<file path="config.mk">
export PLATFORM = sky130hd
export DESIGN_NAME = dds_sweep_ctrl_flat
export DESIGN_NICKNAME = d
export VERILOG_FILES = /design/src/rtl/dds_sweep_ctrl_if.sv /design/src/rtl/dds_sweep_ctrl.sv /design/src/flat_wrapper.sv
export SDC_FILE = /design/constraint.sdc
export NUM_CORES = 1
export LEC_CHECK = 0
export CORE_MARGIN = 2
export CORE_UTILIZATION = 50
export CTS_BUF_LIST = sky130_fd_sc_hd__clkbuf_4 sky130_fd_sc_hd__clkbuf_8 sky130_fd_sc_hd__clkbuf_16
export DETAILED_ROUTE_END_ITERATION = 12
export HOLD_SLACK_MARGIN = 0.1
export PLACE_DENSITY = 0.75
export SLEW_MARGIN = 20
export SYNTH_ARGS = -nofsm -noshare
export SYNTH_HDL_FRONTEND = slang
export SYNTH_SLANG_ARGS = --single-unit
</file>
<file path="constraint.sdc">
create_clock -name clk -period 4.2 [get_ports clk]
set_clock_uncertainty 0.05 [all_clocks]
set_input_delay 0.84 -clock clk [delete_from_list [all_inputs] [get_ports clk]]
set_output_delay 0.84 -clock clk [all_outputs]
set_load 0.05 [all_outputs]
</file>
<file path="src/rtl/dds_sweep_ctrl_if.sv">
// Bundle of configuration, control and DDS tuning-word signals for
// dds_sweep_ctrl. The master drives the configuration and control inputs
// and the slave (the sweep controller) drives the tuning words and status.
//
// Handshake: a configuration transfer happens on every rising clock edge
// where cfg_valid && cfg_ready are both high. cfg_ready depends only on the
// controller state, never on cfg_valid. The cfg_* data is sampled on that
// edge only.
interface dds_sweep_ctrl_if #(
    parameter int PHASE_WIDTH = 32,
    parameter int DWELL_WIDTH = 16
);
    logic                   cfg_valid;
    logic                   cfg_ready;
    logic [PHASE_WIDTH-1:0] cfg_start_word;
    logic [PHASE_WIDTH-1:0] cfg_stop_word;
    logic [PHASE_WIDTH-1:0] cfg_step_word;
    logic [DWELL_WIDTH-1:0] cfg_dwell;
    logic [PHASE_WIDTH-1:0] cfg_pha_word;
    logic                   start;
    logic                   abort;
    logic [PHASE_WIDTH-1:0] fre_word;
    logic [PHASE_WIDTH-1:0] pha_word;
    logic                   busy;
    logic                   done;

    modport master (
        output cfg_valid, cfg_start_word, cfg_stop_word, cfg_step_word,
               cfg_dwell, cfg_pha_word, start, abort,
        input  cfg_ready, fre_word, pha_word, busy, done
    );

    modport slave (
        input  cfg_valid, cfg_start_word, cfg_stop_word, cfg_step_word,
               cfg_dwell, cfg_pha_word, start, abort,
        output cfg_ready, fre_word, pha_word, busy, done
    );
endinterface

</file>
<file path="src/rtl/dds_sweep_ctrl.sv">
// Frequency-sweep controller feeding a DDS core with Fre_word / Pha_word.
// Steps fre_word from start_word towards stop_word by step_word, holding
// each word for dwell+1 cycles, then pulses done for one cycle.
// Optional feature macro: DDS_SWEEP_TRIANGLE_EN -- when defined, the sweep
// turns round at stop_word and steps back down to start_word before done.
module dds_sweep_ctrl #(
    parameter int PHASE_WIDTH = 32,
    parameter int DWELL_WIDTH = 16
) (
    input  logic              clk,
    input  logic              rst_n,
    dds_sweep_ctrl_if.slave   bus,
    output logic [1:0]        dbg_state
);

    typedef enum logic [1:0] {
        ST_IDLE  = 2'd0,
        ST_DWELL = 2'd1,
        ST_STEP  = 2'd2,
        ST_DONE  = 2'd3
    } state_t;

    state_t state;
    state_t state_nxt;

    // Shadow copy of the last accepted configuration.
    logic [PHASE_WIDTH-1:0] sh_start;
    logic [PHASE_WIDTH-1:0] sh_stop;
    logic [PHASE_WIDTH-1:0] sh_step;
    logic [PHASE_WIDTH-1:0] sh_pha;
    logic [DWELL_WIDTH-1:0] sh_dwell;
    logic                   cfg_loaded;

    // Working copy taken at start, so a configuration accepted in the same
    // cycle as start only affects the next sweep.
    logic [PHASE_WIDTH-1:0] act_stop;
    logic [PHASE_WIDTH-1:0] act_step;
    logic [DWELL_WIDTH-1:0] act_dwell;
    logic                   degen;

    logic [PHASE_WIDTH-1:0] fre_q;
    logic [PHASE_WIDTH-1:0] pha_q;
    logic [DWELL_WIDTH-1:0] cnt;

    logic                   cfg_accept;
    logic                   go;
    logic                   dwell_end;
    logic                   finish;
    logic [PHASE_WIDTH:0]   up_sum;
    logic [PHASE_WIDTH-1:0] word_nxt;

`ifdef DDS_SWEEP_TRIANGLE_EN
    logic [PHASE_WIDTH-1:0] act_start;
    logic                   dir_down;
    logic                   turn;
`endif

    // State register.
    always_ff @(posedge clk) begin
        if (!rst_n) state <= ST_IDLE;
        else        state <= state_nxt;
    end

    // Next-state logic; abort overrides every other transition.
    always_comb begin
        state_nxt  = state;
        go         = 1'b0;
        cfg_accept = bus.cfg_valid && (state == ST_IDLE);
        dwell_end  = (cnt == act_dwell);
`ifdef DDS_SWEEP_TRIANGLE_EN
        turn   = !degen && !dir_down && (fre_q == act_stop);
        finish = degen || (dir_down && (fre_q == act_start));
`else
        finish = degen || (fre_q == act_stop);
`endif
        case (state)
            ST_IDLE: begin
                if (bus.start && cfg_loaded) begin
                    state_nxt = ST_DWELL;
                    go        = 1'b1;
                end
            end
            ST_DWELL: begin
                if (dwell_end) state_nxt = finish ? ST_DONE : ST_STEP;
            end
            ST_STEP: state_nxt = ST_DWELL;
            ST_DONE: state_nxt = ST_IDLE;
            default: state_nxt = ST_IDLE;
        endcase
        if (bus.abort) begin
            state_nxt = ST_IDLE;
            go        = 1'b0;
        end
    end

    // Next tuning word: unsigned sum one bit wider so it can never wrap,
    // clamped at stop_word (and at start_word on the way down).
    always_comb begin
        up_sum   = {1'b0, fre_q} + {1'b0, act_step};
        word_nxt = (up_sum >= {1'b0, act_stop}) ? act_stop : up_sum[PHASE_WIDTH-1:0];
`ifdef DDS_SWEEP_TRIANGLE_EN
        if (dir_down) begin
            word_nxt = ((fre_q - act_start) <= act_step) ? act_start : (fre_q - act_step);
        end
`endif
    end

    // Shadow registers, working copy, tuning words and dwell counter.
    always_ff @(posedge clk) begin
        if (!rst_n) begin
            sh_start   <= '0;
            sh_stop    <= '0;
            sh_step    <= '0;
            sh_pha     <= '0;
            sh_dwell   <= '0;
            cfg_loaded <= 1'b0;
            act_stop   <= '0;
            act_step   <= '0;
            act_dwell  <= '0;
            degen      <= 1'b0;
            fre_q      <= '0;
            pha_q      <= '0;
            cnt        <= '0;
`ifdef DDS_SWEEP_TRIANGLE_EN
            act_start  <= '0;
            dir_down   <= 1'b0;
`endif
        end else begin
            if (cfg_accept) begin
                sh_start   <= bus.cfg_start_word;
                sh_stop    <= bus.cfg_stop_word;
                sh_step    <= bus.cfg_step_word;
                sh_pha     <= bus.cfg_pha_word;
                sh_dwell   <= bus.cfg_dwell;
                cfg_loaded <= 1'b1;
            end
            if (bus.abort) begin
                fre_q <= '0;
                cnt   <= '0;
`ifdef DDS_SWEEP_TRIANGLE_EN
                dir_down <= 1'b0;
`endif
            end else begin
                case (state)
                    ST_IDLE: begin
                        if (go) begin
                            fre_q     <= sh_start;
                            pha_q     <= sh_pha;
                            cnt       <= '0;
                            act_stop  <= sh_stop;
                            act_step  <= sh_step;
                            act_dwell <= sh_dwell;
                            degen     <= (sh_start >= sh_stop) || (sh_step == '0);
`ifdef DDS_SWEEP_TRIANGLE_EN
                            act_start <= sh_start;
                            dir_down  <= 1'b0;
`endif
                        end
                    end
                    ST_DWELL: begin
                        cnt <= cnt + DWELL_WIDTH'(1);
`ifdef DDS_SWEEP_TRIANGLE_EN
                        if (dwell_end && turn) dir_down <= 1'b1;
`endif
                    end
                    ST_STEP: begin
                        cnt   <= '0;
                        fre_q <= word_nxt;
                    end
                    default: ;
                endcase
            end
        end
    end

    assign bus.cfg_ready = (state == ST_IDLE);
    assign bus.busy      = (state != ST_IDLE);
    assign bus.done      = (state == ST_DONE);
    assign bus.fre_word  = fre_q;
    assign bus.pha_word  = pha_q;
    assign dbg_state     = state;

endmodule

</file>
<file path="src/flat_wrapper.sv">
// flat-port wrapper written by rule: the top's interface ports become plain ports
module dds_sweep_ctrl_flat 
#(
    parameter int PHASE_WIDTH = 32,
    parameter int DWELL_WIDTH = 16
)
  (clk, rst_n, dbg_state, bus_cfg_valid, bus_cfg_start_word, bus_cfg_stop_word, bus_cfg_step_word, bus_cfg_dwell, bus_cfg_pha_word, bus_start, bus_abort, bus_cfg_ready, bus_fre_word, bus_pha_word, bus_busy, bus_done);
  dds_sweep_ctrl_if #(.PHASE_WIDTH(PHASE_WIDTH), .DWELL_WIDTH(DWELL_WIDTH)) bus_i ();
  input  logic clk;
  input  logic rst_n;
  output logic [1:0] dbg_state;
  input wire logic [$bits(bus_i.cfg_valid)-1:0] bus_cfg_valid;
  input wire logic [$bits(bus_i.cfg_start_word)-1:0] bus_cfg_start_word;
  input wire logic [$bits(bus_i.cfg_stop_word)-1:0] bus_cfg_stop_word;
  input wire logic [$bits(bus_i.cfg_step_word)-1:0] bus_cfg_step_word;
  input wire logic [$bits(bus_i.cfg_dwell)-1:0] bus_cfg_dwell;
  input wire logic [$bits(bus_i.cfg_pha_word)-1:0] bus_cfg_pha_word;
  input wire logic [$bits(bus_i.start)-1:0] bus_start;
  input wire logic [$bits(bus_i.abort)-1:0] bus_abort;
  output wire logic [$bits(bus_i.cfg_ready)-1:0] bus_cfg_ready;
  output wire logic [$bits(bus_i.fre_word)-1:0] bus_fre_word;
  output wire logic [$bits(bus_i.pha_word)-1:0] bus_pha_word;
  output wire logic [$bits(bus_i.busy)-1:0] bus_busy;
  output wire logic [$bits(bus_i.done)-1:0] bus_done;
  assign bus_i.cfg_valid = bus_cfg_valid;
  assign bus_i.cfg_start_word = bus_cfg_start_word;
  assign bus_i.cfg_stop_word = bus_cfg_stop_word;
  assign bus_i.cfg_step_word = bus_cfg_step_word;
  assign bus_i.cfg_dwell = bus_cfg_dwell;
  assign bus_i.cfg_pha_word = bus_cfg_pha_word;
  assign bus_i.start = bus_start;
  assign bus_i.abort = bus_abort;
  assign bus_cfg_ready = bus_i.cfg_ready;
  assign bus_fre_word = bus_i.fre_word;
  assign bus_pha_word = bus_i.pha_word;
  assign bus_busy = bus_i.busy;
  assign bus_done = bus_i.done;
  dds_sweep_ctrl #(.PHASE_WIDTH(PHASE_WIDTH), .DWELL_WIDTH(DWELL_WIDTH)) u_core (.clk(clk), .rst_n(rst_n), .bus(bus_i), .dbg_state(dbg_state));
endmodule
</file>
==> results.sh, run 1 <==
export IMPL_clkTransAtPathRegs_ns=0.07
export IMPL_layout_worst_path_cycle_share=1.11
export IMPL_p_per_area_nw_per_um2=348
export IMPL_yosysMostFrequentCell="sky130_fd_sc_hd__nand2_1"
export IMPL_synth_avg_cell_area_um2=8.10
export IMPL_number_of_synthesized_register_bits=308
export IMPL_port_buffer_count=217
export IMPL_grt_antenna_before_repair=1
export IMPL_detailedRoute_firstPassIterationCount=5
export IMPL_startpoint_of_the_most_critical_setup_path="u_core.act_step[8]"
export IMPL_fin_setup_tns_ns=-12.62
export IMPL_die_area_um2=32800
export IMPL_cts_hold_buf=0
export IMPL_synth_top_area_share=0.393
export IMPL_finalNetCount=2480
export IMPL_path_class="register to register"
export IMPL_cap_violations=0
export IMPL_wl_um=50200
export IMPL_initial_utilization=0.510
export IMPL_async_flop_share=0
export IMPL_drv_slew=0
export IMPL_total_inserted_antenna_cells=0
export IMPL_final_period_minus_worst_setup_slack_ns=4.68
export IMPL_fmax_ghz=0.214
export IMPL_crit_path_start_kind="register"
export IMPL_route_detailed_wl_per_inst_um=18.9
export IMPL_grt_first_pass_wirelength_um=78200
export IMPL_design_area_um2=20800
export IMPL_finalPower_mw=7.25
export IMPL_grt_max_degree=113
export IMPL_number_of_global_route_vias_before_repair=14300
export IMPL_power_leakage_nw=8.20
export IMPL_count_of_fill_cells_added_during_filler_insertion=2588
export IMPL_synthesis_area_um2=15700
export IMPL_cp_arrival_ns=5.06
export IMPL_cts_sinks=308
export IMPL_cts_tree="yes"
export IMPL_area_sequential_um2=6230
export IMPL_ys_warn_count=0
export IMPL_ys_seq_area_frac=0.393
export IMPL_skew_pair_late_insertion_delay_ns=0.53
export IMPL_synthFlopType="sky130_fd_sc_hd__dfxtp_1"
export IMPL_status="complete, but fails checks"
export IMPL_critical_path_endpoint_type="register"
export IMPL_clock_path_buffers=3
export IMPL_htree_num_levels=2
export IMPL_die_outline_width_um=181
export IMPL_io_pin_count=218
export IMPL_timing_hold_violations_final=0
export IMPL_area_of_the_multi_input_gates_um2=9290
export IMPL_timing_hold_worst_class="register to register"
export IMPL_global_placer_s_final_weighted_congestion=0.968
export IMPL_hold_path_startpoint="u_core.sh_pha[9]"
export IMPL_slew_limit_headroom=0.364
export IMPL_cts_buffers=34
export IMPL_chipHeight_um=181
export IMPL_areaGrowthSynthToFinish_pct=33.0
export IMPL_worst_r2r_startpoint="u_core.act_step[8]"
export IMPL_synth_common_cells="sky130_fd_sc_hd__nand2_1 (569), sky130_fd_sc_hd__dfxtp_1 (308), sky130_fd_sc_hd__a21boi_0 (257), sky130_fd_sc_hd__ha_1 (97), sky130_fd_sc_hd__clkbuf_1 (90)"
export IMPL_dp_wirelength_um=36900
export IMPL_netlist_instances=1934
export IMPL_synth_area_leaders="sky130_fd_sc_hd__dfxtp_1 (39%), sky130_fd_sc_hd__nand2_1 (14%), sky130_fd_sc_hd__a21boi_0 (12%)"
export IMPL_violations_in_the_final_reports="negative setup slack"
export IMPL_detailed_place_area_um2=19200
export IMPL_synth_edf_count=0
export IMPL_drive_above_1_share=0.138
export IMPL_global_route_overflow_total=0
export IMPL_grtUsageTotal=0.299
export IMPL_data_required_time_of_the_worst_path_ns=4.58
export IMPL_setup_repair_after_global_routing_missed_its_margin="true"
export IMPL_critical_path_peak_fanout=4
export IMPL_worst_slack_ns=-0.480
export IMPL_netlist_cell_type_count=66
export IMPL_pre_cts_worst_setup_slack_ns=-0.522
export IMPL_rows=64
export IMPL_syn_num_nets=2181
export IMPL_detailroute_via_count=14700
export IMPL_viasPerCell=5.54
export IMPL_placeableCoreArea_um2=30700
export IMPL_setup_viol_count_final=32
export IMPL_clk_root_buffer_cell="sky130_fd_sc_hd__clkbuf_16"
export IMPL_ir_worst_vdd_mv=0.298
export IMPL_library_cell_occupying_the_most_area_in_the_post_synthesis_netlist="sky130_fd_sc_hd__dfxtp_1"
export IMPL_route_detailed_drc=0
export IMPL_tightestPinTransition_ns=0.952
export IMPL_detail_route_iter0_violations=1090
export IMPL_ant_nets=0
## layout by cell type, fill, tap and decap left out, drive strengths merged, types with 15 or more instances in the layout
cell / n
inv: 79
clkbuf: 44
a21boi: 257
clkdlybuf4s50: 216
ha: 97
mux2i: 23
dfxtp: 308
o21ai: 61
nand4: 23
xor2: 30
a21o: 26
nor2: 49
buf: 154
a22oi: 23
nand3: 16
nor4: 15
a21oi: 74
xnor2: 50
nand2: 569
## power by group
group / switching [mW] / total (mW) / internal (mW)
combinational: 0.558 / 1.07 / 0.516
clock: 1.27 / 3.07 / 1.80
sequential: 0.0913 / 3.11 / 3.02
total: 1.92 / 7.25 / 5.33
## state kept, by name (all words and copies together) (netlist names), 32 cells and up
| signal | cells |
|---|---|
| u_core.sh_pha | 32 |
| u_core.sh_stop | 32 |
| u_core.bus.fre_word | 32 |
| u_core.sh_start | 32 |
| u_core.act_step | 32 |
| u_core.act_stop | 32 |
| u_core.sh_step | 32 |
| u_core.bus.pha_word | 32 |
## worst max-delay path: stages, from the launching register on
cell and delay, ns:
sky130_fd_sc_hd__dfxtp_2 0.33, sky130_fd_sc_hd__ha_4 0.25, sky130_fd_sc_hd__a21oi_2 0.14, sky130_fd_sc_hd__o21ai_2 0.08
sky130_fd_sc_hd__a2111o_1 0.47, sky130_fd_sc_hd__a211oi_4 0.30, sky130_fd_sc_hd__or3_4 0.21, sky130_fd_sc_hd__nand2_2 0.06
sky130_fd_sc_hd__a311oi_2 0.30, sky130_fd_sc_hd__xor2_1 0.24, sky130_fd_sc_hd__inv_1 0.11, sky130_fd_sc_hd__ha_4 0.29
sky130_fd_sc_hd__nand2_4 0.05, sky130_fd_sc_hd__o41ai_4 0.35, sky130_fd_sc_hd__a221oi_2 0.10, sky130_fd_sc_hd__o21ai_1 0.15
sky130_fd_sc_hd__a31oi_1 0.13, sky130_fd_sc_hd__o211ai_1 0.22, sky130_fd_sc_hd__buf_4 0.24, sky130_fd_sc_hd__mux2i_1 0.20
sky130_fd_sc_hd__a21oi_1 0.09, sky130_fd_sc_hd__a31o_2 0.21
## per-layer routing
metal / vias up / part of all wire / GRT usage
li1: 7179 / - / -
met1: 6934 / 0.44 / 0.392
met2: 477 / 0.46 / 0.498
met3: 101 / 0.068 / 0.0566
met4: 2 / 0.034 / 0.0985
met5: - / 0.00026 / 0
## logic make-up after synthesis
| logic type | synth area share |
|---|---|
| buffers and inverters | 0.0464 |
| adders and majority gates | 0.0787 |
| xor gates and xnor gates | 0.0447 |
| AOI/OAI and AO/OA | 0.228 |
| muxes | 0.0147 |
| and+or+nand+nor | 0.194 |
| DFF | 0.393 |
## final timing paths
path                                           endpoint  slack [ns]  cells after the start
worst min register to register   u_core.bus.pha_word[9]        0.41                      2
worst max register to register  u_core.bus.fre_word[13]       -0.48                     21
worst max-delay path            u_core.bus.fre_word[13]       -0.48                     21
worst min-delay path             u_core.bus.pha_word[9]        0.41                      2
## through the flow
step                      hold WS (ns)  std cells  utilization
after floorplan                  0.391       1934            -
after global placement           0.397       2568        0.624
after detailed placement         0.408       2568        0.624
after CTS                        0.413       2642        0.671
after global routing             0.434       2650        0.678
final                            0.408       2650        0.678
## layout make-up
class,count,share of cell area
Clock buffer,44,0.0453
Multi-Input combinational cell,1443,0.446
Timing Repair Buffer,370,0.163
Inverter,76,0.0137
Clock inverter,13,0.00937
Tap cell,396,0.0238
Sequential cell,308,0.299
## what timing repair did
action / CTS / global route
endpoints found under the setup margin: 32 / 32
gates resized for setup: 52 / 28
pin swaps: 41 / 24
buffers inserted: 18 / 8
Note: power is estimated with default switching activity, not from simulation.
==> run 2: changes to the inputs <==
==> constraint.sdc (replaced) <==
create_clock -name clk -period 4.2 [get_ports clk]
set_clock_uncertainty 0.05 [all_clocks]
set_input_delay 0.63 -clock clk [delete_from_list [all_inputs] [get_ports clk]]
set_output_delay 0.63 -clock clk [all_outputs]
set_load 0.05 [all_outputs]
==> results.sh, run 2 (synthesis gave the netlist of run 1 again) <==
export IMPL_status="complete, but fails checks"
export IMPL_violations_in_the_final_reports="negative setup slack"
export IMPL_global_placer_s_final_weighted_congestion=1.01
export IMPL_grtUsageTotal=0.296
export IMPL_setup_viol_count_final=32
export IMPL_chipHeight_um=181
export IMPL_global_route_overflow_total=0
export IMPL_timing_hold_worst_class="register to register"
export IMPL_clock_path_buffers=3
export IMPL_detailroute_via_count=14700
export IMPL_critical_path_endpoint_type="register"
export IMPL_viasPerCell=5.53
export IMPL_grt_first_pass_wirelength_um=77700
export IMPL_cts_buffers=36
export IMPL_die_area_um2=32800
export IMPL_tightestPinTransition_ns=1.10
export IMPL_initial_utilization=0.510
export IMPL_worst_path_largest_cell_delay_ns=0.45
export IMPL_placeableCoreArea_um2=30700
export IMPL_cp_arrival_ns=5.02
export IMPL_layout_worst_path_cycle_share=1.11
export IMPL_cap_violations=0
export IMPL_port_buffer_count=217
export IMPL_fin_setup_tns_ns=-10.58
export IMPL_drv_slew=0
export IMPL_pre_cts_worst_setup_slack_ns=-0.558
export IMPL_fmax_ghz=0.215
export IMPL_timing_hold_ws_ns=0.415
export IMPL_dp_wirelength_um=36000
export IMPL_cts_tree="yes"
export IMPL_crit_path_start_kind="register"
export IMPL_power_leakage_nw=8.28
export IMPL_p_per_area_nw_per_um2=361
export IMPL_htree_num_levels=2
export IMPL_wl_um=49600
export IMPL_rows=64
export IMPL_cp_cell_sequence="ha_4, nand4_4, o21bai_1, a2111o_1, a211oi_4, or3_4, a21oi_4, or3_4, xnor2_4, inv_2, ha_4, nand3_4, o41ai_4, a221oi_2, o21ai_1, a31oi_1, o211ai_1, buf_4, buf_8, mux2i_1, a211oi_1, a21o_1"
export IMPL_total_inserted_antenna_cells=0
export IMPL_skew_pair_late_insertion_delay_ns=0.54
export IMPL_setup_repair_after_global_routing_missed_its_margin="true"
export IMPL_layout_common_cells="sky130_fd_sc_hd__nand2_1 (561), sky130_fd_sc_hd__dfxtp_1 (287), sky130_fd_sc_hd__a21boi_0 (257), sky130_fd_sc_hd__clkdlybuf4s50_1 (216), sky130_fd_sc_hd__buf_4 (142)"
export IMPL_timing_hold_violations_final=0
export IMPL_route_detailed_wl_per_inst_um=18.7
export IMPL_detail_route_iter0_violations=1121
export IMPL_worst_slack_ns=-0.461
export IMPL_slowest_stage_cell_on_the_critical_path="sky130_fd_sc_hd__a2111o_1"
export IMPL_critical_path_peak_fanout=6
export IMPL_clkTransAtPathRegs_ns=0.06
export IMPL_drive_above_1_share=0.141
export IMPL_grt_max_degree=259
export IMPL_timing_critical_path_max_delay_family="compound AO/OA/AOI/OAI gates"
export IMPL_critPathBufInv=3
export IMPL_grt_antenna_before_repair=0
export IMPL_route_detailed_drc=0
export IMPL_die_outline_width_um=181
export IMPL_detailedRoute_firstPassIterationCount=6
export IMPL_clk_root_buffer_cell="sky130_fd_sc_hd__clkbuf_16"
export IMPL_areaGrowthSynthToFinish_pct=34.1
export IMPL_io_pin_count=218
export IMPL_layout_commonest_cell="sky130_fd_sc_hd__nand2_1"
export IMPL_data_required_time_of_the_worst_path_ns=4.55
export IMPL_cts_sinks=308
export IMPL_ant_nets=0
export IMPL_final_period_minus_worst_setup_slack_ns=4.66
export IMPL_finalNetCount=2483
export IMPL_slew_limit_headroom=0.266
export IMPL_path_class="register to register"
export IMPL_number_of_global_route_vias_before_repair=14300
export IMPL_ir_worst_vdd_mv=0.295
[run 2: per-layer routing]
layer,wire [um],part of all wire,global-route usage
met5,0,0,0
met4,1450,0.029,0.0894
met3,3110,0.063,0.0546
met2,23000,0.46,0.494
met1,22100,0.45,0.391
[run 2: layout make-up]
type / count / area (um2)
clock inverter: 16 / 219
timing repair buffer: 371 / 3450
fill: 2630 / 9740
multi-input combinational: 1443 / 9270
inverter: 76 / 285
sequential: 308 / 6220
clock buffer: 49 / 1060
tap: 396 / 495
[run 2: path summary, 6_finish.rpt]
path,from,slack (ns),depth (start not counted),end
worst min-delay path,u_core.sh_pha[1],0.42,2,u_core.sh_pha[1]
worst min register to register,u_core.sh_pha[1],0.42,2,u_core.sh_pha[1]
worst max-delay path,u_core.bus.fre_word[15],-0.46,22,u_core.bus.fre_word[18]
worst max register to register,u_core.bus.fre_word[15],-0.46,22,u_core.bus.fre_word[18]
[run 2: timing repair]
item	4_1_cts	5_1_grt
gates cloned	1	0
setup endpoints to repair	32	32
resized for setup	39	35
endpoints found under the hold margin	0	0
hold buffers	0	0
buffers inserted	18	10
pin swaps	33	30
[run 2: power breakdown]
| part | internal (mW) | total, mW | switching (mW) | leakage, nW |
|---|---|---|---|---|
| combinational | 0.568 | 1.15 | 0.577 | 5.12 |
| sequential | 3.02 | 3.11 | 0.0906 | 2.52 |
| clock | 2.04 | 3.32 | 1.29 | 0.635 |
[run 2: worst min-delay path, stage by stage, from the launching register on]
cell	delay, ns
sky130_fd_sc_hd__dfxtp_1	0.31
sky130_fd_sc_hd__nand2_1	0.05
sky130_fd_sc_hd__a21boi_0	0.06
[run 2: metrics by stage]
| stage | util | total power [mW] | instance area (um2) | std cells |
|---|---|---|---|---|
| finish | 0.683 | 7.57 | 21000 | 2659 |
| global route | 0.683 | 7.83 | 21000 | 2659 |
| CTS | 0.676 | 7.59 | 20800 | 2650 |
| detailed placement | 0.624 | 4.14 | 19200 | 2566 |
| global placement | 0.624 | 4.13 | 19200 | 2566 |
| floorplan | - | 3.71 | 15900 | 1934 |
==> run 3: changes to the inputs <==
--- a/config.mk
+++ b/config.mk
@@ -7,7 +7,6 @@
 export LEC_CHECK = 0
 export CORE_MARGIN = 2
 export CORE_UTILIZATION = 50
-export CTS_BUF_LIST = sky130_fd_sc_hd__clkbuf_4 sky130_fd_sc_hd__clkbuf_8 sky130_fd_sc_hd__clkbuf_16
 export DETAILED_ROUTE_END_ITERATION = 12
 export HOLD_SLACK_MARGIN = 0.1
 export PLACE_DENSITY = 0.75
==> results.sh, run 3 (synthesis gave the netlist of run 1 again) <==
export IMPL_htree_num_levels=2
export IMPL_path_class="register to register"
export IMPL_port_buffer_count=217
export IMPL_clock_path_buffers=3
export IMPL_cap_violations=0
export IMPL_timing_critical_path_max_delay_family="compound AO/OA/AOI/OAI gates"
export IMPL_drive_above_1_share=0.139
export IMPL_total_inserted_antenna_cells=0
export IMPL_cp_cell_sequence="ha_4, a21oi_2, a21boi_0, a2111o_1, a211oi_4, or3_4, a21oi_4, or3_4, xnor2_4, inv_2, ha_4, nand3_4, o41ai_4, a221oi_2, o21ai_1, a31oi_1, o211ai_1, buf_4, buf_8, mux2i_1, a211oi_1, a21o_1"
export IMPL_timing_hold_ws_ns=0.415
export IMPL_grt_antenna_before_repair=0
export IMPL_crit_path_start_kind="register"
export IMPL_worst_path_largest_cell_delay_ns=0.37
export IMPL_initial_utilization=0.510
export IMPL_chipHeight_um=181
export IMPL_route_detailed_drc=0
export IMPL_grtUsageTotal=0.296
export IMPL_layout_common_cells="sky130_fd_sc_hd__nand2_1 (561), sky130_fd_sc_hd__dfxtp_1 (287), sky130_fd_sc_hd__a21boi_0 (257), sky130_fd_sc_hd__clkdlybuf4s50_1 (216), sky130_fd_sc_hd__buf_4 (142)"
export IMPL_finalNetCount=2483
export IMPL_fmax_ghz=0.214
export IMPL_power_frac_clock=0.436
export IMPL_cp_arrival_ns=5.02
export IMPL_seqPwrFrac=0.412
export IMPL_pre_cts_worst_setup_slack_ns=-0.558
export IMPL_global_route_overflow_total=0
export IMPL_cts_buffers=36
export IMPL_ant_nets=0
export IMPL_dp_wirelength_um=36000
export IMPL_tightestPinTransition_ns=1.06
export IMPL_power_leakage_nw=8.26
export IMPL_cts_tree="yes"
export IMPL_data_required_time_of_the_worst_path_ns=4.56
export IMPL_detailroute_via_count=14800
export IMPL_critical_path_peak_fanout=6
export IMPL_fin_setup_tns_ns=-10.52
export IMPL_viasPerCell=5.55
export IMPL_die_outline_width_um=181
export IMPL_clkTransAtPathRegs_ns=0.06
export IMPL_route_detailed_wl_per_inst_um=18.6
export IMPL_switching_share=0.259
export IMPL_slowest_stage_cell_on_the_critical_path="sky130_fd_sc_hd__a2111o_1"
export IMPL_layout_commonest_cell="sky130_fd_sc_hd__nand2_1"
export IMPL_layout_worst_path_cycle_share=1.11
export IMPL_setup_viol_count_final=32
export IMPL_post_route_util=0.683
export IMPL_status="complete, but fails checks"
export IMPL_wl_um=49600
export IMPL_areaGrowthSynthToFinish_pct=33.9
export IMPL_grt_max_degree=259
export IMPL_power_switching_mw=1.95
export IMPL_critical_path_endpoint_type="register"
export IMPL_timing_hold_worst_class="register to register"
export IMPL_global_placer_s_final_weighted_congestion=1.01
export IMPL_drv_slew=0
export IMPL_final_period_minus_worst_setup_slack_ns=4.67
export IMPL_placeableCoreArea_um2=30700
export IMPL_grt_first_pass_wirelength_um=77700
export IMPL_violations_in_the_final_reports="negative setup slack"
export IMPL_detailedRoute_firstPassIterationCount=7
export IMPL_worst_slack_ns=-0.465
export IMPL_number_of_global_route_vias_before_repair=14200
export IMPL_slew_limit_headroom=0.291
export IMPL_cts_sinks=308
export IMPL_detail_route_iter0_violations=1169
export IMPL_io_pin_count=218
export IMPL_rows=64
export IMPL_power_share_combinational=0.152
export IMPL_clk_root_buffer_cell="sky130_fd_sc_hd__clkbuf_16"
export IMPL_skew_pair_late_insertion_delay_ns=0.54
export IMPL_die_area_um2=32800
export IMPL_critPathBufInv=3
export IMPL_p_per_area_nw_per_um2=359
export IMPL_timing_hold_violations_final=0
export IMPL_setup_repair_after_global_routing_missed_its_margin="true"
export IMPL_internal_power_mw=5.59
export IMPL_ir_worst_vdd_mv=0.294
[run 3: cell counts in the layout (fill, tap and decap cells not counted)]
Identical to the previous run, type by type.
[run 3: worst paths after layout]
| path | start | end | slack (ns) | cells after the start |
|---|---|---|---|---|
| max reg2reg | u_core.bus.fre_word[15] | u_core.bus.fre_word[18] | -0.47 | 22 |
| min | u_core.sh_pha[1] | u_core.sh_pha[1] | 0.41 | 2 |
| min reg2reg | u_core.sh_pha[1] | u_core.sh_pha[1] | 0.41 | 2 |
| max | u_core.bus.fre_word[15] | u_core.bus.fre_word[18] | -0.47 | 22 |
[run 3: layout make-up]
type	instances	area (um2)
tap	396	495
clock buffer	49	1040
clock inverter	16	219
timing repair buffer	371	3450
multi-input combinational	1443	9270
fill	2635	9760
sequential	308	6220
inverter	76	285
[run 3: what timing repair did]
item                                    4_1_cts  5_1_grt
pin swaps                                    33       30
cloned                                        1        0
endpoints found under the setup margin       32       32
setup buffers                                18       10
gates resized for setup                      39       34
hold buffers                                  0        0
[run 3: per-stage QoR]
step | cell area, um2 | power [mW] | std cells
global placement | 19200 | 4.13 | 2566
global route | 21000 | 7.79 | 2659
floorplan | 15900 | 3.71 | 1934
CTS | 20800 | 7.55 | 2650
detailed placement | 19200 | 4.14 | 2566
finish | 21000 | 7.54 | 2659
[run 3: power by group through the flow]
stage / clock, mW / sequential (mW) / combinational, mW
floorplan: 0 / 3.16 / 0.548
detailed placement: 0 / 3.17 / 0.970
finish: 3.29 / 3.11 / 1.14
CTS: 3.33 / 3.11 / 1.12
global route: 3.45 / 3.12 / 1.23
global placement: 0 / 3.17 / 0.961
[run 3: per-layer routing]
layer	vias up	share of wire	GRT usage
met4	0	0.029	0.0894
met1	6987	0.44	0.391
met2	495	0.46	0.494
met3	77	0.064	0.0546
met5	-	0	0
li1	7198	-	-
[run 3: worst min-delay path, cell delays in order, from the launching register on]
cell	delay (ns)
sky130_fd_sc_hd__dfxtp_1	0.31
sky130_fd_sc_hd__nand2_1	0.05
sky130_fd_sc_hd__a21boi_0	0.06
